### src/rtl/mul_long_unit.sv
// Iterative radix-2 multiplier for MUL/MLA/UMULL/SMULL/UMLAL/SMLAL.
// Optional feature macro: MUL_EARLY_TERM_EN (stop iterating once the multiplier is empty).
module mul_long_unit #(
    parameter int WIDTH = 32
) (
    input  logic             clk,
    input  logic             reset,
    input  logic             start,
    input  logic [WIDTH-1:0] a,
    input  logic [WIDTH-1:0] b,
    input  logic [WIDTH-1:0] acc_lo,
    input  logic [WIDTH-1:0] acc_hi,
    input  logic             is_signed,
    input  logic             accumulate,
    input  logic             long,
    output logic             busy,
    output logic             done,
    output logic [WIDTH-1:0] result_lo,
    output logic [WIDTH-1:0] result_hi,
    output logic             long_out,
    output logic             flag_n,
    output logic             flag_z,
    output logic [1:0]       dbg_state
);

    localparam int CW = $clog2(WIDTH) + 1;

    typedef enum logic [1:0] {
        S_IDLE = 2'd0,
        S_RUN  = 2'd1,
        S_FIX  = 2'd2,
        S_DONE = 2'd3
    } state_t;

    state_t             state_q, state_d;
    logic [2*WIDTH-1:0] mcand_q, mcand_d;
    logic [WIDTH-1:0]   mplier_q, mplier_d;
    logic [2*WIDTH-1:0] prod_q, prod_d;
    logic [CW-1:0]      cnt_q, cnt_d;
    logic               neg_q, neg_d;
    logic [WIDTH-1:0]   acc_lo_q, acc_lo_d;
    logic [WIDTH-1:0]   acc_hi_q, acc_hi_d;
    logic               acc_en_q, acc_en_d;
    logic               long_q, long_d;
    logic [WIDTH-1:0]   result_lo_q, result_lo_d;
    logic [WIDTH-1:0]   result_hi_q, result_hi_d;
    logic               long_out_q, long_out_d;
    logic               flag_n_q, flag_n_d;
    logic               flag_z_q, flag_z_d;

    logic [WIDTH-1:0]   a_mag;
    logic [WIDTH-1:0]   b_mag;
    logic [2*WIDTH-1:0] fix_signed;
    logic [2*WIDTH-1:0] fix_sum;
    logic               early_stop;

    // Magnitudes: -2^(W-1) negates to itself, which is its correct unsigned magnitude.
    assign a_mag = (is_signed && a[WIDTH-1]) ? (~a + 1'b1) : a;
    assign b_mag = (is_signed && b[WIDTH-1]) ? (~b + 1'b1) : b;

    assign fix_signed = neg_q ? (~prod_q + 1'b1) : prod_q;
    assign fix_sum    = fix_signed + (acc_en_q ? {acc_hi_q, acc_lo_q} : {(2*WIDTH){1'b0}});

`ifdef MUL_EARLY_TERM_EN
    assign early_stop = (mplier_q == '0);
`else
    assign early_stop = 1'b0;
`endif

    always_comb begin
        state_d     = state_q;
        mcand_d     = mcand_q;
        mplier_d    = mplier_q;
        prod_d      = prod_q;
        cnt_d       = cnt_q;
        neg_d       = neg_q;
        acc_lo_d    = acc_lo_q;
        acc_hi_d    = acc_hi_q;
        acc_en_d    = acc_en_q;
        long_d      = long_q;
        result_lo_d = result_lo_q;
        result_hi_d = result_hi_q;
        long_out_d  = long_out_q;
        flag_n_d    = flag_n_q;
        flag_z_d    = flag_z_q;

        case (state_q)
            S_IDLE: begin
                if (start) begin
                    mcand_d     = {{WIDTH{1'b0}}, a_mag};
                    mplier_d    = b_mag;
                    neg_d       = is_signed & (a[WIDTH-1] ^ b[WIDTH-1]);
                    prod_d      = '0;
                    cnt_d       = '0;
                    acc_lo_d    = acc_lo;
                    acc_hi_d    = acc_hi & {WIDTH{long}};
                    acc_en_d    = accumulate;
                    long_d      = long;
                    result_lo_d = '0;
                    result_hi_d = '0;
                    long_out_d  = 1'b0;
                    flag_n_d    = 1'b0;
                    flag_z_d    = 1'b0;
                    state_d     = S_RUN;
                end
            end

            S_RUN: begin
                if (early_stop) begin
                    state_d = S_FIX;
                end else begin
                    if (mplier_q[0]) begin
                        prod_d = prod_q + mcand_q;
                    end
                    mcand_d  = mcand_q << 1;
                    mplier_d = mplier_q >> 1;
                    cnt_d    = cnt_q + 1'b1;
                    if (cnt_q == CW'(WIDTH - 1)) begin
                        state_d = S_FIX;
                    end
                end
            end

            S_FIX: begin
                result_lo_d = fix_sum[WIDTH-1:0];
                long_out_d  = long_q;
                if (long_q) begin
                    result_hi_d = fix_sum[2*WIDTH-1:WIDTH];
                    flag_n_d    = fix_sum[2*WIDTH-1];
                    flag_z_d    = (fix_sum == '0);
                end else begin
                    result_hi_d = '0;
                    flag_n_d    = fix_sum[WIDTH-1];
                    flag_z_d    = (fix_sum[WIDTH-1:0] == '0);
                end
                state_d = S_DONE;
            end

            S_DONE: begin
                state_d = S_IDLE;
            end

            default: begin
                state_d = S_IDLE;
            end
        endcase
    end

    always_ff @(posedge clk or negedge reset) begin
        if (!reset) begin
            state_q     <= S_IDLE;
            mcand_q     <= '0;
            mplier_q    <= '0;
            prod_q      <= '0;
            cnt_q       <= '0;
            neg_q       <= 1'b0;
            acc_lo_q    <= '0;
            acc_hi_q    <= '0;
            acc_en_q    <= 1'b0;
            long_q      <= 1'b0;
            result_lo_q <= '0;
            result_hi_q <= '0;
            long_out_q  <= 1'b0;
            flag_n_q    <= 1'b0;
            flag_z_q    <= 1'b0;
        end else begin
            state_q     <= state_d;
            mcand_q     <= mcand_d;
            mplier_q    <= mplier_d;
            prod_q      <= prod_d;
            cnt_q       <= cnt_d;
            neg_q       <= neg_d;
            acc_lo_q    <= acc_lo_d;
            acc_hi_q    <= acc_hi_d;
            acc_en_q    <= acc_en_d;
            long_q      <= long_d;
            result_lo_q <= result_lo_d;
            result_hi_q <= result_hi_d;
            long_out_q  <= long_out_d;
            flag_n_q    <= flag_n_d;
            flag_z_q    <= flag_z_d;
        end
    end

    // Handshake: start is sampled only in IDLE; done is a one-cycle pulse never overlapping busy.
    assign busy      = (state_q == S_RUN) || (state_q == S_FIX);
    assign done      = (state_q == S_DONE);
    assign result_lo = result_lo_q;
    assign result_hi = result_hi_q;
    assign long_out  = long_out_q;
    assign flag_n    = flag_n_q;
    assign flag_z    = flag_z_q;
    assign dbg_state = state_q;

endmodule

### config.mk
export PLATFORM = sky130hd
export DESIGN_NAME = mul_long_unit
export DESIGN_NICKNAME = d
export VERILOG_FILES = /design/src/rtl/mul_long_unit.sv
export SDC_FILE = /design/constraint.sdc
export NUM_CORES = 1
export LEC_CHECK = 0
export ABC_AREA = 1
export BUFFER_PORTS_ARGS = -buffer_cell sky130_fd_sc_hd__buf_2
export CAP_MARGIN = 20
export CORE_MARGIN = 2
export CORE_UTILIZATION = 56
export DETAILED_ROUTE_END_ITERATION = 8
export GPL_TIMING_DRIVEN = 0
export PLACE_DENSITY = 0.78
export SLEW_MARGIN = 20
export SYNTH_ARGS = -nofsm -noshare
export SYNTH_HDL_FRONTEND = slang
export SYNTH_SLANG_ARGS = --single-unit
### constraint.sdc
create_clock -name clk -period 3.4 [get_ports clk]
set_input_delay 0.17 -clock clk [delete_from_list [all_inputs] [get_ports clk]]
set_output_delay 0.17 -clock clk [all_outputs]
set_load 0.01 [all_outputs]
# [Word-level counts from Yosys, hierarchy flattened]
# Cells that the tools add are included.
[classes] addsub=6 n_eq_ne=7 mux=26 bitwise_logic=6 n_reduce_logical=13
[op_table] cell="$mux 64" n=5
[op_table] cell="$pmux 64 s2" n=2
[op_table] cell="$pmux 32 s2" n=3
[op_table] cell="$mux 32" n=5
[op_table] cell="$add 64x64->64" n=2
[op_table] cell="$add 32x1->32 const B" n=2
[op_table] cell="$add 64x1->64 const B" n=1
[op_table] cell="$logic_not 64->1" n=1
[op_table] cell="$not 32->32" n=2
[op_table] cell="$not 64->64" n=1
[op_table] cell="$and 32x32->32" n=1
[op_table] cell="$logic_not 32->1" n=1
[op_table] cell="$pmux 6 s2" n=1
[op_table] cell="$pmux 2 s4" n=1
[op_table] cell="$reduce_and 2->1" n=4
[op_table] cell="$add 6x1->6 const B" n=1
[op_table] cell="$eq 6x5->1 const B" n=1
[op_table] cell="$mux 6" n=1
[op_table] cell="$ne 2x2->1 const B" n=3
[op_table] cell="$pmux 1 s2" n=3
[op_table] cell="$eq 2x2->1 const B" n=2
[op_table] cell="$mux 2" n=2
[op_table] cell="$reduce_bool 2->1" n=2
[op_table] cell="$mux 1" n=3
[op_table] cell="7 further kinds" n=8
[word_totals] register_bits=302 out_inout_bits=71

# [Depth between registers and ports, before layout]
# Gate-level depths: netlist (run 1).
[logic_depth] ltp_word=7 ltp_mapped=37

# [Least setup slack after synthesis (run 1)]
# Ideal clock, no wire load.
[synth_path] path_kind="register to register" startpoint="reg prod_q[1]" endpoint="reg flag_z_q (netlist: flag_z)" setup_ns=0.066 arrival_time_ns=3.536 required_ns=3.334 slack_ns=-0.201 path_stages_with_launch=34 cell_sequence="dfrtp_1 > inv_2 > ha_1 > nand3_2 > nor2_4 > nand4_2 > nor2_1 > nand3_2 > nor4_4 > nand2_2 > nor2_4 > nand2_2 > nand2_2 > o21ai_2 > o21ai_1 > nand2_1 > ha_1 > nand2_1 > inv_1 > a21oi_1 > nand2_1 > nand2_1 > nand2_1 > a21oi_1 > nand3_1 > nand2_1 > nand2_1 > nor2_1 > nand2_1 > nor2_1 > nand2_1 > nand2_1 > nand2_1 > nand2_1"
[synth_between] elab_chain_cells=7 elab_cells_between_ends=8 classes_between="add/sub: 2; mux: 3; bitwise: 1; reduce/logical: 2"
[synth_rtl] element="from (decl)" line="38" rtl="logic [2*WIDTH-1:0] prod_q, prod_d;"
[synth_rtl] element="from (signal assigned)" line="170" rtl="prod_q <= prod_d;"
[synth_rtl] element="$not 64->64" line="61" rtl="assign fix_signed = neg_q ? (~prod_q + 1'b1) : prod_q;"
[synth_rtl] element="$add 64x1->64" line="61"
[synth_rtl] element="$mux 64 (*)" line="61"
[synth_rtl] element="$add 64x64->64 (*)" line="62" rtl="assign fix_sum = fix_signed + (acc_en_q ? {acc_hi_q, acc_lo_q} : {(2*WIDTH){1'b0}});"
[synth_rtl] element="$logic_not 64->1 or $logic_not 32->1 (tied branches)" line="130, 134"
[synth_rtl] element="$mux 1 (*)" line="127" rtl="if (long_q) begin"
[synth_rtl] element="$pmux 1 s2 (*)" line="87" rtl="case (state_q)"
[synth_rtl] element="to (signal assigned)" line="181" rtl="flag_z_q <= flag_z_d;"
[synth_rtl] element="to (decl)" line="49" rtl="logic flag_z_q, flag_z_d;"
# Every way passes the cells marked *; elsewhere a longest branch is shown, timed or not.
# A chain may end at the register's enable or synchronous reset.

# [Final worst setup path (run 1)]
[layout_path] startpoint="reg prod_q[0]" endpoint="reg flag_z_q (netlist: flag_z)"
# The elaborated chain is that of the path after synthesis.

==> results of run 1 <==
-- synthesized netlist by cell type (all sizes together), types with 3 or more instances --
library cell  instances
clkinv                5
o21a                  8
and3                  3
o22ai                49
nand2              1375
nor3                 65
inv                 680
o31ai                18
a21boi                7
o21bai               16
and2                  5
o21ai               313
clkbuf               79
nor2                403
o221ai                6
a31oi                25
nand3b               16
nor4                 22
or2                   3
a21o                 12
nand4                27
dfrtp               302
ha                  134
a21oi               219
xnor2                31
a22o                 13
xor2                100
nand3               114
o211ai               34
buf                  18
-- cell usage in the layout (no fill, tap or decap), types with 39 or more instances in the layout --
cell type / count
o21ai_0: 246
ha_1: 99
nor2_4: 68
nand3_1: 89
dlygate4sd3_1: 94
nand2_1: 1138
inv_2: 74
inv_1: 600
buf_2: 205
xor2_1: 74
nor2_2: 39
dfrtp_1: 273
nand2_2: 185
clkbuf_1: 75
nor3_1: 40
o21ai_1: 43
a21oi_1: 182
buf_4: 77
o22ai_1: 49
nand2_4: 49
nor2_1: 296
-- registers in the layout, summed over array words and instances (netlist names) --
| name | count |
|---|---|
| flag_n | 1 |
| mcand_q | 64 |
| cnt_q | 6 |
| dbg_state | 2 |
| long_out | 1 |
| prod_q | 64 |
| acc_en_q | 1 |
| acc_lo_q | 32 |
| acc_hi_q | 32 |
| flag_z | 1 |
| result_lo | 32 |
| long_q | 1 |
| result_hi | 32 |
| neg_q | 1 |
| mplier_q | 32 |
-- power breakdown --
group,switching [W],leakage (nW),total [W],internal [W]
Combinational,0.0141,12.8,0.0214,0.00728
Clock,0.00175,0.621,0.00437,0.00262
Sequential,0.00138,3.92,0.00638,0.00500
-- logic make-up (layout without fill, tap and decap cells) --
group	Yosys count	count (layout)	synth area share [%]
AOI/OAI and AO/OA	730	730	16.01
buffers and inverters	782	1244	11.34
xor gates and xnor gates	131	131	4.428
adders and majority gates	136	136	6.626
DFF	302	302	29.17
and+or+nand+nor	2035	2035	32.42
-- stage by stage --
| step | setup WS [ps] | total power (W) | setup TNS (ps) | utilization [%] |
|---|---|---|---|---|
| 2_1_floorplan | -169.3 | 0.01673 | -169.3 | - |
| 3_3_place_gp | -3455 | 0.02180 | -1079100 | 60.91 |
| 3_5_place_dp | -1854 | 0.02200 | -52650 | 61.12 |
| 4_1_cts | -1074 | 0.02901 | -17200 | 70.47 |
| 5_1_grt | -1251 | 0.03379 | -24370 | 73.98 |
| 6_report | -1072 | 0.03210 | -18540 | 73.98 |
-- final timing paths --
kind                                 end  slack, ps           from
setup / recovery                  flag_z      -1070      prod_q[0]
hold / removal              mplier_q[16]          8          b[16]
setup reg to reg                  flag_z      -1070      prod_q[0]
hold reg to reg            result_hi[30]        480  result_hi[30]
max in group asynchronous   acc_hi_q[28]       2150          reset
min in group asynchronous   mplier_q[22]         40          reset
-- routing by layer --
layer / up-vias / routed length (um) / GRT usage [%]
li1: 13960 / - / -
met1: 13760 / 39950 / 49.81
met2: 1553 / 47120 / 67.35
met3: 461 / 8582 / 5.114
met4: 0 / 7730 / 25.68
met5: - / 0 / 0
-- repair_timing --
action / CTS / global route
endpoints found under the hold margin: 294 / 0
hold buffers: 94 / 0
pin swaps: 119 / 168
endpoints found under the setup margin: 88 / 77
resized for setup: 417 / 400
gates cloned: 0 / 0
buffers inserted: 66 / 40
-- final cells by class --
type                    instances  area (um2)
multi-input cells            3032       18140
fillers                      3627       11840
flip-flops and latches        302        7594
repair buffers                399        2892
inverters                     685        2599
clock buffers                  43       947.2
well taps                     600       750.7
plain buffers                  96       384.1
clock inverters                21       339.1
-- worst max-delay path, delay by kind of cell (launching register included) --
kind	cells	cell delay (ps)
simple gates	27	3140
fa+ha+maj	2	500
flops	1	430
compound gates	2	220
buf+inv	1	90
==> results.sh, run 1 <==
export IMPL_firstDrtPassIters=6
export IMPL_dieHeight_um=219.1
export IMPL_p_leak_nw=17.36
export IMPL_cp_arrival_ps=4980
export IMPL_route_detailed_drc=0
export IMPL_max_slew_margin_pct=45.39
export IMPL_p_per_area_nw_per_um2=954.3
export IMPL_cts_tree="done"
export IMPL_avgViaCountPerCell=5.744
export IMPL_area_growth_pct=29.85
export IMPL_fp_coreArea_um2=45480
export IMPL_grt_pass1_wl_um=149900
export IMPL_skew_ps=25.09
export IMPL_slowest_stage="dfrtp_2"
export IMPL_synth_top_flop_cell="dfrtp_1"
export IMPL_rr_worst_depth=32
export IMPL_dp_hpwl_um=74250
export IMPL_path_clk_slew_ps=70
export IMPL_cp_max_fo=4
export IMPL_wl_per_cell_um=19.97
export IMPL_worstSetupStartpointType="flop"
export IMPL_ys_ff_latch=302
export IMPL_cp_required_ps=3910
export IMPL_gr_total_overflow=0
export IMPL_fin_crit_sh_pct=131.5
export IMPL_grt_use_total_pct=40.50
export IMPL_timing_fmax_mhz=223.6
export IMPL_worst_pin_slew_ps=819.1
export IMPL_synth_area_leaders="dfrtp_1 29%, nand2_1 20%, inv_1 9.5%, ha_1 6.5%, o21ai_0 5.7%"
export IMPL_synth_nets=4386
export IMPL_placed_area_um2=27800
export IMPL_stdcell_count=5178
export IMPL_cts_root_buf="clkbuf_16"
export IMPL_synthArstFlopShare_pct=100.0
export IMPL_synth_seq_area_share_pct=29.17
export IMPL_design_area_um2=33640
export IMPL_start_util_pct=56.97
export IMPL_worst_slack_ps=-1072
export IMPL_syn_inst=4116
export IMPL_clock_path_buffers=3
export IMPL_gp_congestion=0.9841
export IMPL_violations="negative setup slack"
export IMPL_antenna_found_initial=1
export IMPL_num_antenna_cells=0
export IMPL_htreeDepth=2
export IMPL_numPortBuffers=203
export IMPL_worstSetupPathType="reg -> reg"
export IMPL_io_pins=205
export IMPL_ant_nets=0
export IMPL_rsz0062_at_grt="true"
export IMPL_cp_common_cell="nand2_2"
export IMPL_clock_latency_ps=590
export IMPL_slowest_delay_ps=430
export IMPL_die_x_um=219.1
export IMPL_hold_violations=0
export IMPL_fp_dieArea_um2=48000
export IMPL_slew_violations=0
export IMPL_layout_drive_gt1_share_pct=22.85
export IMPL_finalSetupViolCount=50
export IMPL_cts_buffers=36
export IMPL_synth_top_area_share_pct=29.17
export IMPL_peakVddDrop_mv=0.7280
export IMPL_status="finished with violations"
export IMPL_synth_edff_count=0
export IMPL_synth_avg_cell_area_um2=6.295
export IMPL_yosysWarningCount=0
export IMPL_fin_crit_ps=4472
export IMPL_finalWirelength_um=103400
export IMPL_cap_violations=0
export IMPL_grt_pass1_vias=28020
export IMPL_via_count=29740
export IMPL_synth_largest_area_cell="dfrtp_1"
export IMPL_grt_max_degree=97
export IMPL_synth_cell_types=53
export IMPL_nets=4822
export IMPL_holdPathStages=4
export IMPL_dpl_cell_count=4922
export IMPL_cts_sinks=302
export IMPL_hp_class="in -> reg"
export IMPL_netlist_area_um2=25910
export IMPL_initialDrtViolationCount=2729
export IMPL_num_rows=78
export IMPL_critPathCaptureType="flop"
export IMPL_hold_ws_ps=8.337
Note: power is estimated with default switching activity, not from simulation.
==> run 2: changes to the inputs <==
--- a/config.mk
+++ b/config.mk
@@ -8,11 +8,12 @@
 export ABC_AREA = 1
 export BUFFER_PORTS_ARGS = -buffer_cell sky130_fd_sc_hd__buf_2
 export CAP_MARGIN = 20
-export CORE_MARGIN = 2
+export CORE_MARGIN = 4
 export CORE_UTILIZATION = 56
 export DETAILED_ROUTE_END_ITERATION = 8
 export GPL_TIMING_DRIVEN = 0
 export PLACE_DENSITY = 0.78
+export SKIP_LAST_GASP = 1
 export SLEW_MARGIN = 20
 export SYNTH_ARGS = -nofsm -noshare
 export SYNTH_HDL_FRONTEND = slang
==> run 2 against run 1 <==
Compared with the run above: critical path depth is 4 lower; power is 6.2% lower; die area is 3.7% higher; worst setup slack better by 8.1 ps; clock skew is 14 ps higher; non-clock buffer count is 34 lower; maximum frequency is 0.18% higher; flip-flop and latch count stayed put; the flow still finishes with violations (negative setup slack); sequential share of layout area is 0.77 points higher.
==> results.sh, run 2 (synthesized netlist as in run 1, its figures left out) <==
export IMPL_slew_violations=0
export IMPL_p_switching_w=0.01616
export IMPL_fin_crit_sh_pct=131.3
export IMPL_violations="negative setup slack"
export IMPL_num_antenna_cells=0
export IMPL_skew_ps=38.82
export IMPL_worst_slack_ps=-1064
export IMPL_combPwrFrac_pct=66.6
export IMPL_max_slew_margin_pct=41.38
export IMPL_gp_congestion=0.9768
export IMPL_io_pins=205
export IMPL_htreeDepth=2
export IMPL_cp_common_cell="nand2_1"
export IMPL_start_util_pct=56.85
export IMPL_grt_pass1_vias=27380
export IMPL_worstSetupStartpointType="flop"
export IMPL_rsz0062_at_grt="true"
export IMPL_avgViaCountPerCell=5.644
export IMPL_cts_root_buf="clkbuf_16"
export IMPL_gr_total_overflow=0
export IMPL_grt_pass1_wl_um=144600
export IMPL_fin_crit_ps=4464
export IMPL_fillers=3889
export IMPL_nets=4786
export IMPL_wl_per_cell_um=18.61
export IMPL_ant_nets=0
export IMPL_hp_class="in -> reg"
export IMPL_route_detailed_drc=0
export IMPL_p_sw_share_pct=53.65
export IMPL_die_x_um=223.1
export IMPL_antenna_found_initial=0
export IMPL_intPower_w=0.01396
export IMPL_finish_utilization_pct=71.16
export IMPL_slowest_delay_ps=490
export IMPL_layout_drive_gt1_share_pct=19.04
export IMPL_power_frac_seq_pct=21.1
export IMPL_cap_violations=0
export IMPL_multiInputGateArea_um2=17490
export IMPL_worst_pin_slew_ps=871.2
export IMPL_slowest_stage="dfrtp_1"
export IMPL_timing_fmax_mhz=224.0
export IMPL_finalWirelength_um=95620
export IMPL_cts_buffers=34
export IMPL_layout_common_cells="1205 x nand2_1, 617 x inv_1, 303 x nor2_1"
export IMPL_cp_max_fo=5
export IMPL_via_count=29000
export IMPL_area_growth_pct=25.17
export IMPL_cp_arrival_ps=4970
export IMPL_num_rows=78
export IMPL_clock_latency_ps=570
export IMPL_firstDrtPassIters=6
export IMPL_dp_slack_ps=-1666
export IMPL_reg_largest_list="mcand_q (64), prod_q (64)"
export IMPL_dp_hpwl_um=72580
export IMPL_dieHeight_um=223.1
export IMPL_fp_coreArea_um2=45580
export IMPL_cts_tree="done"
export IMPL_r2r_setup_slack_ps=-1060
export IMPL_fp_dieArea_um2=49770
export IMPL_status="finished with violations"
export IMPL_worstSetupPathType="reg -> reg"
export IMPL_clock_path_buffers=3
export IMPL_critPathCaptureType="flop"
export IMPL_cts_sinks=302
export IMPL_grt_max_degree=100
export IMPL_finalSetupViolCount=51
export IMPL_path_clk_slew_ps=60
export IMPL_peakVddDrop_mv=0.6776
export IMPL_power_frac_clock_pct=12.3
export IMPL_grt_use_total_pct=36.31
export IMPL_hold_violations=0
export IMPL_p_leak_nw=16.93
export IMPL_numPortBuffers=203
export IMPL_cp_required_ps=3900
export IMPL_p_per_area_nw_per_um2=928.6
export IMPL_final_common_cell="nand2_1"
export IMPL_initialDrtViolationCount=2820
export IMPL_regArea_um2=7570
[run 2: stage by stage]
| stage | hold slack [ps] | TNS [ps] | area (um2) | cells | total power (W) |
|---|---|---|---|---|---|
| global route | 32.30 | -27250 | 32430 | 5138 | 0.03202 |
| CTS | 1.098 | -18170 | 31220 | 5106 | 0.02770 |
| floorplan | -125.6 | -169.3 | 25940 | 4116 | 0.01673 |
| global placement | 369.5 | -1050950 | 27700 | 4919 | 0.02174 |
| finish | 27.80 | -17880 | 32430 | 5138 | 0.03011 |
| detailed placement | -1.940 | -44500 | 27800 | 4922 | 0.02193 |
[run 2: power by group through the flow]
stage	clock [W]	combinational, W	sequential, W
after floorplan	0	0.0108	0.00588
after global placement	0	0.0155	0.00622
after detailed placement	0	0.0157	0.00623
after CTS	0.00372	0.0178	0.00623
after global routing	0.00388	0.0217	0.00647
final	0.00371	0.0200	0.00636
[run 2: final timing paths]
kind	startpoint	end	depth (start not counted)
worst max register to register	prod_q[22]	flag_z	28
worst max-delay path	prod_q[22]	flag_z	28
max in group asynchronous	reset	prod_q[50]	4
worst min register to register	mplier_q[7]	mplier_q[7]	2
worst min-delay path	a[22]	mcand_q[22]	4
min in group asynchronous	reset	result_lo[15]	3
[run 2: routing by layer]
metal / vias up / global-route usage (%) / wire length (um)
li1: 13880 / - / -
met1: 13360 / 46.68 / 37880
met2: 1377 / 59.41 / 43580
met3: 379 / 4.803 / 7543
met4: 0 / 20.16 / 6618
met5: - / 0 / 0
[run 2: final cells by class]
type                            count  area share, %
Buffer                             94          1.134
Clock buffer                       48          2.971
Clock inverter                     10         0.3627
Inverter                          685          7.990
Multi-Input combinational cell   3032          53.93
Sequential cell                   302          23.34
Tap cell                          600          2.315
Timing Repair Buffer              367          7.952
[run 2: what timing repair did]
item / 4_1_cts / 5_1_grt
pin swaps: 93 / 133
hold buffers: 83 / 0
setup endpoints to repair: 66 / 93
gates resized for setup: 327 / 254
hold endpoints to repair: 281 / 0
buffers inserted: 47 / 33
[run 2: critical path: cells and delay by family, from the launching register on]
family | cells | cell delay, ps
flops | 1 | 490
buf+inv | 3 | 330
xor+xnor | 1 | 280
simple gates | 19 | 2220
fa+ha+maj | 1 | 290
compound gates | 4 | 770
